--- config.mk ---
export PLATFORM = sky130hd
export DESIGN_NAME = mem_arbiter
export DESIGN_NICKNAME = d
export VERILOG_FILES = /design/src/rtl/mem_arb_pkg.sv /design/src/rtl/mem_arb_rr.sv /design/src/rtl/mem_arbiter.sv
export SDC_FILE = /design/constraint.sdc
export NUM_CORES = 1
export LEC_CHECK = 0
export BUFFER_PORTS_ARGS = -buffer_cell sky130_fd_sc_hd__buf_2
export CORE_MARGIN = 2
export CORE_UTILIZATION = 35
export CTS_BUF_LIST = sky130_fd_sc_hd__clkbuf_16
export DETAILED_ROUTE_END_ITERATION = 16
export GPL_TIMING_DRIVEN = 0
export PLACE_DENSITY = 0.69
export SLEW_MARGIN = 40
export SYNTH_ARGS = -nofsm -noshare
export SYNTH_HDL_FRONTEND = slang
export SYNTH_HIERARCHICAL = 1
export SYNTH_SLANG_ARGS = --single-unit
--- constraint.sdc ---
create_clock -name clk -period 3.65 [get_ports clk]
set_input_delay 1.095 -clock clk [delete_from_list [all_inputs] [get_ports clk]]
set_output_delay 1.095 -clock clk [all_outputs]
set_load 0.005 [all_outputs]
--- src/rtl/mem_arb_pkg.sv ---
// Shared types and constants for the memory-port arbiter.
//   arb_state_t : arbiter FSM states
//   owner_t     : which requester owns the in-flight access
//   RD_*        : memory read-format codes carried on readop
package mem_arb_pkg;

    typedef enum logic [1:0] {
        IDLE   = 2'd0,
        ACCESS = 2'd1,
        RESP   = 2'd2
    } arb_state_t;

    typedef enum logic {
        OWN_IFU = 1'b0,
        OWN_LSU = 1'b1
    } owner_t;

    localparam logic [2:0] RD_LB  = 3'd0;
    localparam logic [2:0] RD_LH  = 3'd1;
    localparam logic [2:0] RD_LW  = 3'd2;
    localparam logic [2:0] RD_LBU = 3'd4;
    localparam logic [2:0] RD_LHU = 3'd5;

endpackage

--- src/rtl/mem_arb_rr.sv ---
// Two-way round-robin grant.
//   clk, rst : clock and synchronous active-high reset
//   req[1:0] : request vector, bit 0 = IFU, bit 1 = LSU
//   en       : a grant issued while en is high is taken, so last_grant moves to it
//   gnt[1:0] : one-hot grant (all zero when nothing requests)
module mem_arb_rr
    import mem_arb_pkg::*;
(
    input  logic       clk,
    input  logic       rst,
    input  logic [1:0] req,
    input  logic       en,
    output logic [1:0] gnt
);

    owner_t last_grant_q;
    owner_t last_grant_d;

    // On a tie the requester that did not win last time gets the port.
    always_comb begin
        gnt = 2'b00;
        case (req)
            2'b01:   gnt = 2'b01;
            2'b10:   gnt = 2'b10;
            2'b11:   gnt = (last_grant_q == OWN_LSU) ? 2'b01 : 2'b10;
            default: gnt = 2'b00;
        endcase
    end

    always_comb begin
        last_grant_d = last_grant_q;
        if (en && (gnt != 2'b00)) begin
            last_grant_d = gnt[1] ? OWN_LSU : OWN_IFU;
        end
    end

    // Reset to LSU so the IFU wins the first tie.
    always_ff @(posedge clk) begin
        if (rst) begin
            last_grant_q <= OWN_LSU;
        end else begin
            last_grant_q <= last_grant_d;
        end
    end

endmodule

--- src/rtl/mem_arbiter.sv ---
// Shares the single data-memory port between the IFU and the LSU.
// A request is accepted in IDLE, its command is latched and driven to the
// memory for LATENCY cycles, the read data is captured in the last of them,
// and it is returned to the owner on a valid/ready response channel.
//   ifu_*  : fetch request (word read) and response
//   lsu_*  : load/store request and response
//   mem_*  : memory port; every mem_* output is 0 outside ACCESS
//
//   state  | meaning
//   IDLE   | port free, req_ready offered to the round-robin grantee
//   ACCESS | mem_valid held with latched command, cnt counts down to 0
//   RESP   | owner's resp_valid high with captured data until resp_ready
module mem_arbiter
    import mem_arb_pkg::*;
#(
    parameter int LATENCY = 1,
    parameter int AW      = 32,
    parameter int DW      = 32
) (
    input  logic          clk,
    input  logic          rst,
    input  logic          ifu_req_valid,
    output logic          ifu_req_ready,
    input  logic [AW-1:0] ifu_addr,
    output logic          ifu_resp_valid,
    input  logic          ifu_resp_ready,
    output logic [DW-1:0] ifu_rdata,
    input  logic          lsu_req_valid,
    output logic          lsu_req_ready,
    input  logic          lsu_wen,
    input  logic [2:0]    lsu_readop,
    input  logic [7:0]    lsu_wmask,
    input  logic [AW-1:0] lsu_addr,
    input  logic [DW-1:0] lsu_wdata,
    output logic          lsu_resp_valid,
    input  logic          lsu_resp_ready,
    output logic [DW-1:0] lsu_rdata,
    output logic          mem_valid,
    output logic          mem_wen,
    output logic [2:0]    mem_readop,
    output logic [7:0]    mem_wmask,
    output logic [AW-1:0] mem_raddr,
    output logic [AW-1:0] mem_waddr,
    output logic [DW-1:0] mem_wdata,
    input  logic [DW-1:0] mem_rdata
);

    localparam int            CW       = (LATENCY > 1) ? $clog2(LATENCY) : 1;
    localparam logic [CW-1:0] CNT_LOAD = CW'(LATENCY - 1);

    arb_state_t    state_q,  state_d;
    owner_t        owner_q,  owner_d;
    logic          wen_q,    wen_d;
    logic [2:0]    readop_q, readop_d;
    logic [7:0]    wmask_q,  wmask_d;
    logic [AW-1:0] addr_q,   addr_d;
    logic [DW-1:0] wdata_q,  wdata_d;
    logic [DW-1:0] rdata_q,  rdata_d;
    logic [CW-1:0] cnt_q,    cnt_d;

    logic [1:0] gnt;
    logic       in_idle;
    logic       in_access;
    logic       in_resp;
    logic       owner_resp_ready;

    assign in_idle   = (state_q == IDLE);
    assign in_access = (state_q == ACCESS);
    assign in_resp   = (state_q == RESP);

    assign owner_resp_ready = (owner_q == OWN_IFU) ? ifu_resp_ready : lsu_resp_ready;

    // A grant in IDLE is always a handshake, so en is simply "in IDLE".
    mem_arb_rr u_rr (
        .clk (clk),
        .rst (rst),
        .req ({lsu_req_valid, ifu_req_valid}),
        .en  (in_idle),
        .gnt (gnt)
    );

    always_comb begin
        state_d  = state_q;
        owner_d  = owner_q;
        wen_d    = wen_q;
        readop_d = readop_q;
        wmask_d  = wmask_q;
        addr_d   = addr_q;
        wdata_d  = wdata_q;
        rdata_d  = rdata_q;
        cnt_d    = cnt_q;
        case (state_q)
            IDLE: begin
                if (gnt[0]) begin
                    // Fetches are always plain word reads.
                    owner_d  = OWN_IFU;
                    wen_d    = 1'b0;
                    readop_d = RD_LW;
                    wmask_d  = '0;
                    addr_d   = ifu_addr;
                    wdata_d  = '0;
                    cnt_d    = CNT_LOAD;
                    state_d  = ACCESS;
                end else if (gnt[1]) begin
                    owner_d  = OWN_LSU;
                    wen_d    = lsu_wen;
                    readop_d = lsu_readop;
                    wmask_d  = lsu_wmask;
                    addr_d   = lsu_addr;
                    wdata_d  = lsu_wdata;
                    cnt_d    = CNT_LOAD;
                    state_d  = ACCESS;
                end
            end
            ACCESS: begin
                if (cnt_q == '0) begin
                    rdata_d = mem_rdata;
                    state_d = RESP;
                end else begin
                    cnt_d = cnt_q - 1'b1;
                end
            end
            RESP: begin
                if (owner_resp_ready) begin
                    state_d = IDLE;
                end
            end
            default: state_d = IDLE;
        endcase
    end

    always_ff @(posedge clk) begin
        if (rst) begin
            state_q  <= IDLE;
            owner_q  <= OWN_IFU;
            wen_q    <= 1'b0;
            readop_q <= '0;
            wmask_q  <= '0;
            addr_q   <= '0;
            wdata_q  <= '0;
            rdata_q  <= '0;
            cnt_q    <= '0;
        end else begin
            state_q  <= state_d;
            owner_q  <= owner_d;
            wen_q    <= wen_d;
            readop_q <= readop_d;
            wmask_q  <= wmask_d;
            addr_q   <= addr_d;
            wdata_q  <= wdata_d;
            rdata_q  <= rdata_d;
            cnt_q    <= cnt_d;
        end
    end

    always_comb begin
        ifu_req_ready  = in_idle & gnt[0];
        lsu_req_ready  = in_idle & gnt[1];
        ifu_resp_valid = in_resp & (owner_q == OWN_IFU);
        lsu_resp_valid = in_resp & (owner_q == OWN_LSU);
        ifu_rdata      = rdata_q;
        lsu_rdata      = rdata_q;
        mem_valid      = 1'b0;
        mem_wen        = 1'b0;
        mem_readop     = '0;
        mem_wmask      = '0;
        mem_raddr      = '0;
        mem_waddr      = '0;
        mem_wdata      = '0;
        if (in_access) begin
            mem_valid  = 1'b1;
            // Write strobe only in the final access cycle so a store lands once.
            mem_wen    = wen_q & (cnt_q == '0);
            mem_readop = readop_q;
            mem_wmask  = wmask_q;
            mem_raddr  = addr_q;
            mem_waddr  = addr_q;
            mem_wdata  = wdata_q;
        end
    end

endmodule

Word level (Yosys, flattened, before mapping)
Cells that the tools add are included.
{"block": "totals", "input_bits": 146, "ff_bits": 113, "ram_bits": 0, "romBits": 0, "n_memories": 0, "elab_cells": 65, "latchBits": 0}
{"block": "classes", "n_shift": 0, "n_reduce_logical": 8, "addsub": 1, "n_eq_ne": 8, "mul": 0, "bitwise_logic": 7, "muxes": 31, "n_lt_le_gt_ge": 0, "div_mod_pow": 0}
{"operator": "$mux 32", "n": 6}
{"operator": "$mux 8", "n": 3}
{"operator": "$pmux 2 s3", "n": 2}
{"operator": "$mux 1", "n": 11}
{"operator": "$mux 2", "n": 5}
{"operator": "$mux 3", "n": 3}
{"operator": "$eq 2x2->1 const B", "n": 3}
{"operator": "$reduce_and 2->1", "n": 3}
{"operator": "$and 1x1->1", "n": 5}
{"operator": "$eq 2x1->1 const B", "n": 2}
{"operator": "$reduce_bool 2->1", "n": 2}
{"operator": "$ne 3x3->1 const B", "n": 1}
{"operator": "$reduce_and 3->1", "n": 1}
{"operator": "$logic_not 2->1", "n": 1}
{"operator": "$ne 2x1->1 const B", "n": 1}
{"operator": "$ne 2x2->1 const B", "n": 1}
{"operator": "$not 1->1", "n": 2}
{"operator": "$pmux 1 s2", "n": 1}
{"operator": "$logic_and 1x1->1", "n": 1}
{"operator": "$sub 1x1->1 const B", "n": 1}

Longest topological paths before layout
{"block": "logic_depth", "depth_word": 5, "ltp_mapped": 8, "mapped_depth_nobuf": 5}

Modules after synthesis
The synthesis kept the hierarchy.
{"module": "mem_arbiter", "n_inst": 1, "area_each_um2": 5288.8, "seq_area_each_um2": 2222.1, "cells_per_inst": 647}
{"module": "mem_arb_rr", "n_inst": 1, "area_each_um2": 61.3, "seq_area_each_um2": 20.0, "cells_per_inst": 7}

Worst setup path before layout
No wires, ideal clock.
{"block": "synth_path", "path_type": "input to output", "startpoint": "in ifu_req_valid", "endpoint": "out ifu_req_ready", "path_stages": 4, "slack_ps": 679, "arrival_ps": 1876, "n_path_buf": 2, "required_ps": 2555, "path_cell_list": "a21boi_0 buf_4 buf_2 and2_1"}
{"block": "synth_via", "elab_chain_len": 3, "elab_cells_between_ends": 5}
{"element": "start: declaration", "line": "mem_arbiter.sv:22", "text": "input logic ifu_req_valid,"}
{"element": "$eq 2x2->1 / $eq 2x1->1 (equally long branches)", "line": "mem_arb_rr.sv:22", "text": "case (req)"}
{"element": "$pmux 2 s3 *", "line": "mem_arb_rr.sv:22"}
{"element": "$and 1x1->1 *", "line": "mem_arbiter.sv:157", "text": "ifu_req_ready = in_idle & gnt[0];"}
{"element": "end: declaration", "line": "mem_arbiter.sv:23", "text": "output logic ifu_req_ready,"}
Mark *: on every way between the ends. The rest lies on a longest branch, timed or not.

Worst setup path in the final report
{"block": "layout_path", "startpoint": "in lsu_req_valid", "endpoint": "out ifu_req_ready"}
{"block": "layout_via", "elab_chain_len": 3, "elab_cells_between_ends": 5}
{"element": "start: declaration", "line": "mem_arbiter.sv:28", "text": "input logic lsu_req_valid,"}
{"element": "$eq 2x2->1 / $eq 2x1->1 (equally long branches)", "line": "mem_arb_rr.sv:22"}
{"element": "$pmux 2 s3 *", "line": "mem_arb_rr.sv:22"}
{"element": "via gnt[0]", "line": "mem_arbiter.sv:61", "text": "logic [1:0] gnt;"}
{"element": "$and 1x1->1 *", "line": "mem_arbiter.sv:157"}
The timed path passes the listed nets; every way through them passes the cells marked *.

==> reports/metrics.sh <==
RESULT_OF_THE_RUN='complete, no violations'
TRITONCTS='built'
ROUTE.FINAL.WIRE_LENGTH_UM=16800
POST_CTS_RESIZED=0
WORSTPATHREQUIRED_NS=2.55
DRTPASS1ITERATIONS=4
SYNTH.DISTINCT_CELLS=28
FINAL_ANTENNA_NET_COUNT=0
INSTANCES_NO_FILL=1179
GRT_PASS1_WL_UM=25800
NUM_IO_PINS=323
SYNTH_AREA_PER_CELL_UM2=8.18
DIE_AREA_UM2=16300
FIN_AREA_UM2=7510
DIE_WIDTH_UM=128
PLACE.PORT_BUFFERS=322
GRT_ANTENNA_BEFORE_REPAIR=0
CTS-BUFFERS-INSERTED=9
REPORT.FINAL.SLEW_VIOL_COUNT=0
CLOCK_PIN_SLEW_REPORTED_FOR_THE_WORST_SETUP_AND_HOLD_PATHS_AFTER_CLOCK_TREE_SYNTHESIS_NS=0.07
SWSHARE_PCT=27.6
POST-CTS-SETUP-BUFFERS=0
WORST_IR_DROP_VDD_mV=0.261
FINALHOLDVIOLCOUNT=0
SYNTH.YOSYS.SEQ_AREA_SHARE_PCT=41.9
RSZ0062_AT_GRT='false'
WIRE_PER_INST_UM=14.3
HOLD_BUFFERS=0
YOSYS_REGISTER_BITS=112
POST-DP-HPWL_UM=12900
SWITCHINGPOWER_uW=851
CLOCK.FMAX_MHz=298
TIMING.CRITICAL_PATH.SLOWEST_CELL_DELAY_NS=0.32
FLOW.AREA_GROWTH_FROM_SYNTHESIS_PCT=40.3
VIASPERCELL=4.62
TIMING_WORST_SLEW_PIN_VALUE_NS=0.634
CAP_VIOLATIONS=0
WORST_PATH_MAX_DELAY_CELL='sky130_fd_sc_hd__buf_2'
GRT_USE_TOTAL_PCT=20.0
P_SEQ_SHARE_PCT=44.6
HTREE_NUM_LEVELS=3
POWER.SHARE.COMBINATIONAL_PCT=21.5
PLACEMENT_ROWS=45
GRT_PASS1_VIAS=5086
POSTSYNTH.ASYNCRESETSHARE_PCT=0
WORSTPATHMAXFANOUT=10
TIMING.SETUP.CRITICAL_PATH_CLASS='in -> out'
VIAS=5446
DRT_FIRST_ITER_VIOLATIONS=277
POWER_REPORT.INTERNAL_TOTAL_mW=2.23
TOP_USAGE_LAYER='met2'
MAIN_SYNTH_FF_TYPE='sky130_fd_sc_hd__dfxtp_1'
FINALWORSTSETUPSLACK_NS=0.289
CRIT_ARRIVAL_NS=2.27
SYNTH_WARNINGS=6
SETUP-TNS-FINAL_NS=0
POST_DP_CELL_AREA_UM2=7200
CTS_ROOT_BUFFER='sky130_fd_sc_hd__clkbuf_16'
GR_LAYER_USAGE_MET1_PCT=25.9
DIE_H_UM=128
P_PER_AREA_nW_PER_UM2=410
WORST_SLEW_MARGIN_REL_PCT=57.4
SYNTHESIS.AREA_UM2=5350
FINAL_COMMON_CELL='sky130_fd_sc_hd__buf_2'
LEAKAGE_nW=3.84
SYN-INSTANCE-COUNT=654
INSERTEDDIODECOUNT=0
INSERTION_DELAY_TO_THE_LATER_SINK_OF_THE_WORST_SKEW_PAIR_NS=0.35
CP_TOP_FAMILY='buffers and inverters'
CP_CELL_SEQUENCE='buf_2, a21boi_0, buf_4, buf_2, and2_1, buf_2'
CRITICAL_PATH_SOURCE_TYPE='input port'
SETUP_VIOLATIONS_FINAL=0
CLOCK_TREE.BUFFER_DEPTH=2
WORSTPATHBUFFERINVERTERCOUNT=4
POST_SYNTH_EDFFS=0
TIMING.CRITICAL_PATH.MODE_CELL='sky130_fd_sc_hd__buf_2'
GRT_USE_MET2_PCT=33.5
FINAL_UTIL_PCT=49.8
PLACE.DETAILED.INSTANCES=1164
WORST_HOLD_SLACK_NS=0.470
POST-LAYOUT-TOTAL-POWER_mW=3.08
HOLD_CLASS='reg -> reg'
LAYOUT-DRIVE-GT1-SHARE_PCT=43.1
TIMING.CLOCK.SKEW_NS=0.00544
FINALCRITPERIODSHARE_PCT=92.1
CORE_AREA_UM2=15100
FINAL_CELL_MIX='337 x sky130_fd_sc_hd__buf_2, 112 x sky130_fd_sc_hd__dfxtp_1, 111 x sky130_fd_sc_hd__a21oi_1'
DRC=0
FINISH.NET_COUNT=1133
CLOCK_POWER_SHARE_PCT=33.9
LARGEST_NET_DEGREE_AT_THE_START_OF_GLOBAL_ROUTING=18
SYN-NUM-NETS=800
WORST_SETUP_PATH_END_KIND='output pin'
INITIAL_CORE_UTIL_PCT=35.5
ROUTABILITYCONGESTION=0.772
CLOCK-SINKS=112
FIN_CRIT_NS=3.36
DPL_WORST_SLACK_NS=0.280
GRT_REMAINING_OVERFLOW=0
GRT_USE_MET3_PCT=4.44
power by group through the flow:
stage	clock (mW)	sequential [mW]	combinational, mW
2_1_floorplan	0	1.39	0.395
3_3_place_gp	0	1.40	0.659
3_5_place_dp	0	1.40	0.665
4_1_cts	1.08	1.37	0.666
5_1_grt	1.13	1.39	0.742
6_report	1.04	1.37	0.660
worst min-delay path, delay by kind of cell, from the launching register on:
family         cells  cell delay [ns]
flip-flops         1             0.30
AO/OA/AOI/OAI      2             0.12
path summary, 6_finish.rpt:
| path | start | end | slack [ns] | depth (start not counted) |
|---|---|---|---|---|
| worst max register to register | u_rr/last_grant_q | wdata_q[11] | 1.62 | 5 |
| worst max-delay path | lsu_req_valid | ifu_req_ready | 0.29 | 6 |
| worst min-delay path | wdata_q[20] | wdata_q[20] | 0.47 | 2 |
| worst min register to register | wdata_q[20] | wdata_q[20] | 0.47 | 2 |
Yosys cell counts, types with 2 or more instances:
master                     number  area, µm²
sky130_fd_sc_hd__dfxtp_1      112       2240
sky130_fd_sc_hd__a21oi_1      111        556
sky130_fd_sc_hd__nand2_1      107        402
sky130_fd_sc_hd__and2_1        78        488
sky130_fd_sc_hd__buf_4         67        503
sky130_fd_sc_hd__o21ai_0       42        210
sky130_fd_sc_hd__clkbuf_1      33        124
sky130_fd_sc_hd__mux2i_1       33        330
sky130_fd_sc_hd__a211oi_1      32        240
sky130_fd_sc_hd__buf_2         15       75.1
sky130_fd_sc_hd__buf_6          3       33.8
sky130_fd_sc_hd__nor3_1         3       15.0
sky130_fd_sc_hd__a21boi_0       2       15.0
sky130_fd_sc_hd__inv_2          2       7.51
kinds of logic (layout without fill, tap and decap cells):
| group | Yosys count | in the layout | synth area share, % |
|---|---|---|---|
| compound gates | 189 | 189 | 19.4 |
| simple gates | 199 | 199 | 18.6 |
| buf+inv | 121 | 458 | 14.0 |
| flops | 112 | 112 | 41.9 |
| mux | 33 | 33 | 6.17 |
metal layers:
metal  share of wire (%)  vias up
li1                    -     2797
met1                  44     2463
met2                  48      174
met3                 6.1       12
met4                 1.1        0
met5                   0        -
flip-flops by register name (all words and copies together), names as in the netlist:
signal             count
wdata_q               32
wen_q                  1
addr_q                32
wmask_q                8
state_q                2
u_rr/last_grant_q      1
readop_q               3
owner_q                1
ifu_rdata             32
layout make-up:
class / count / area (µm²)
plain buffers: 118 / 736
flip-flops and latches: 112 / 2240
clock inverters: 6 / 85.1
well taps: 188 / 235
repair buffers: 322 / 1610
inverters: 3 / 11.3
fillers: 1527 / 7580
multi-input cells: 421 / 2360
clock buffers: 9 / 225
No activity file was read; power rests on OpenSTA's default activity.
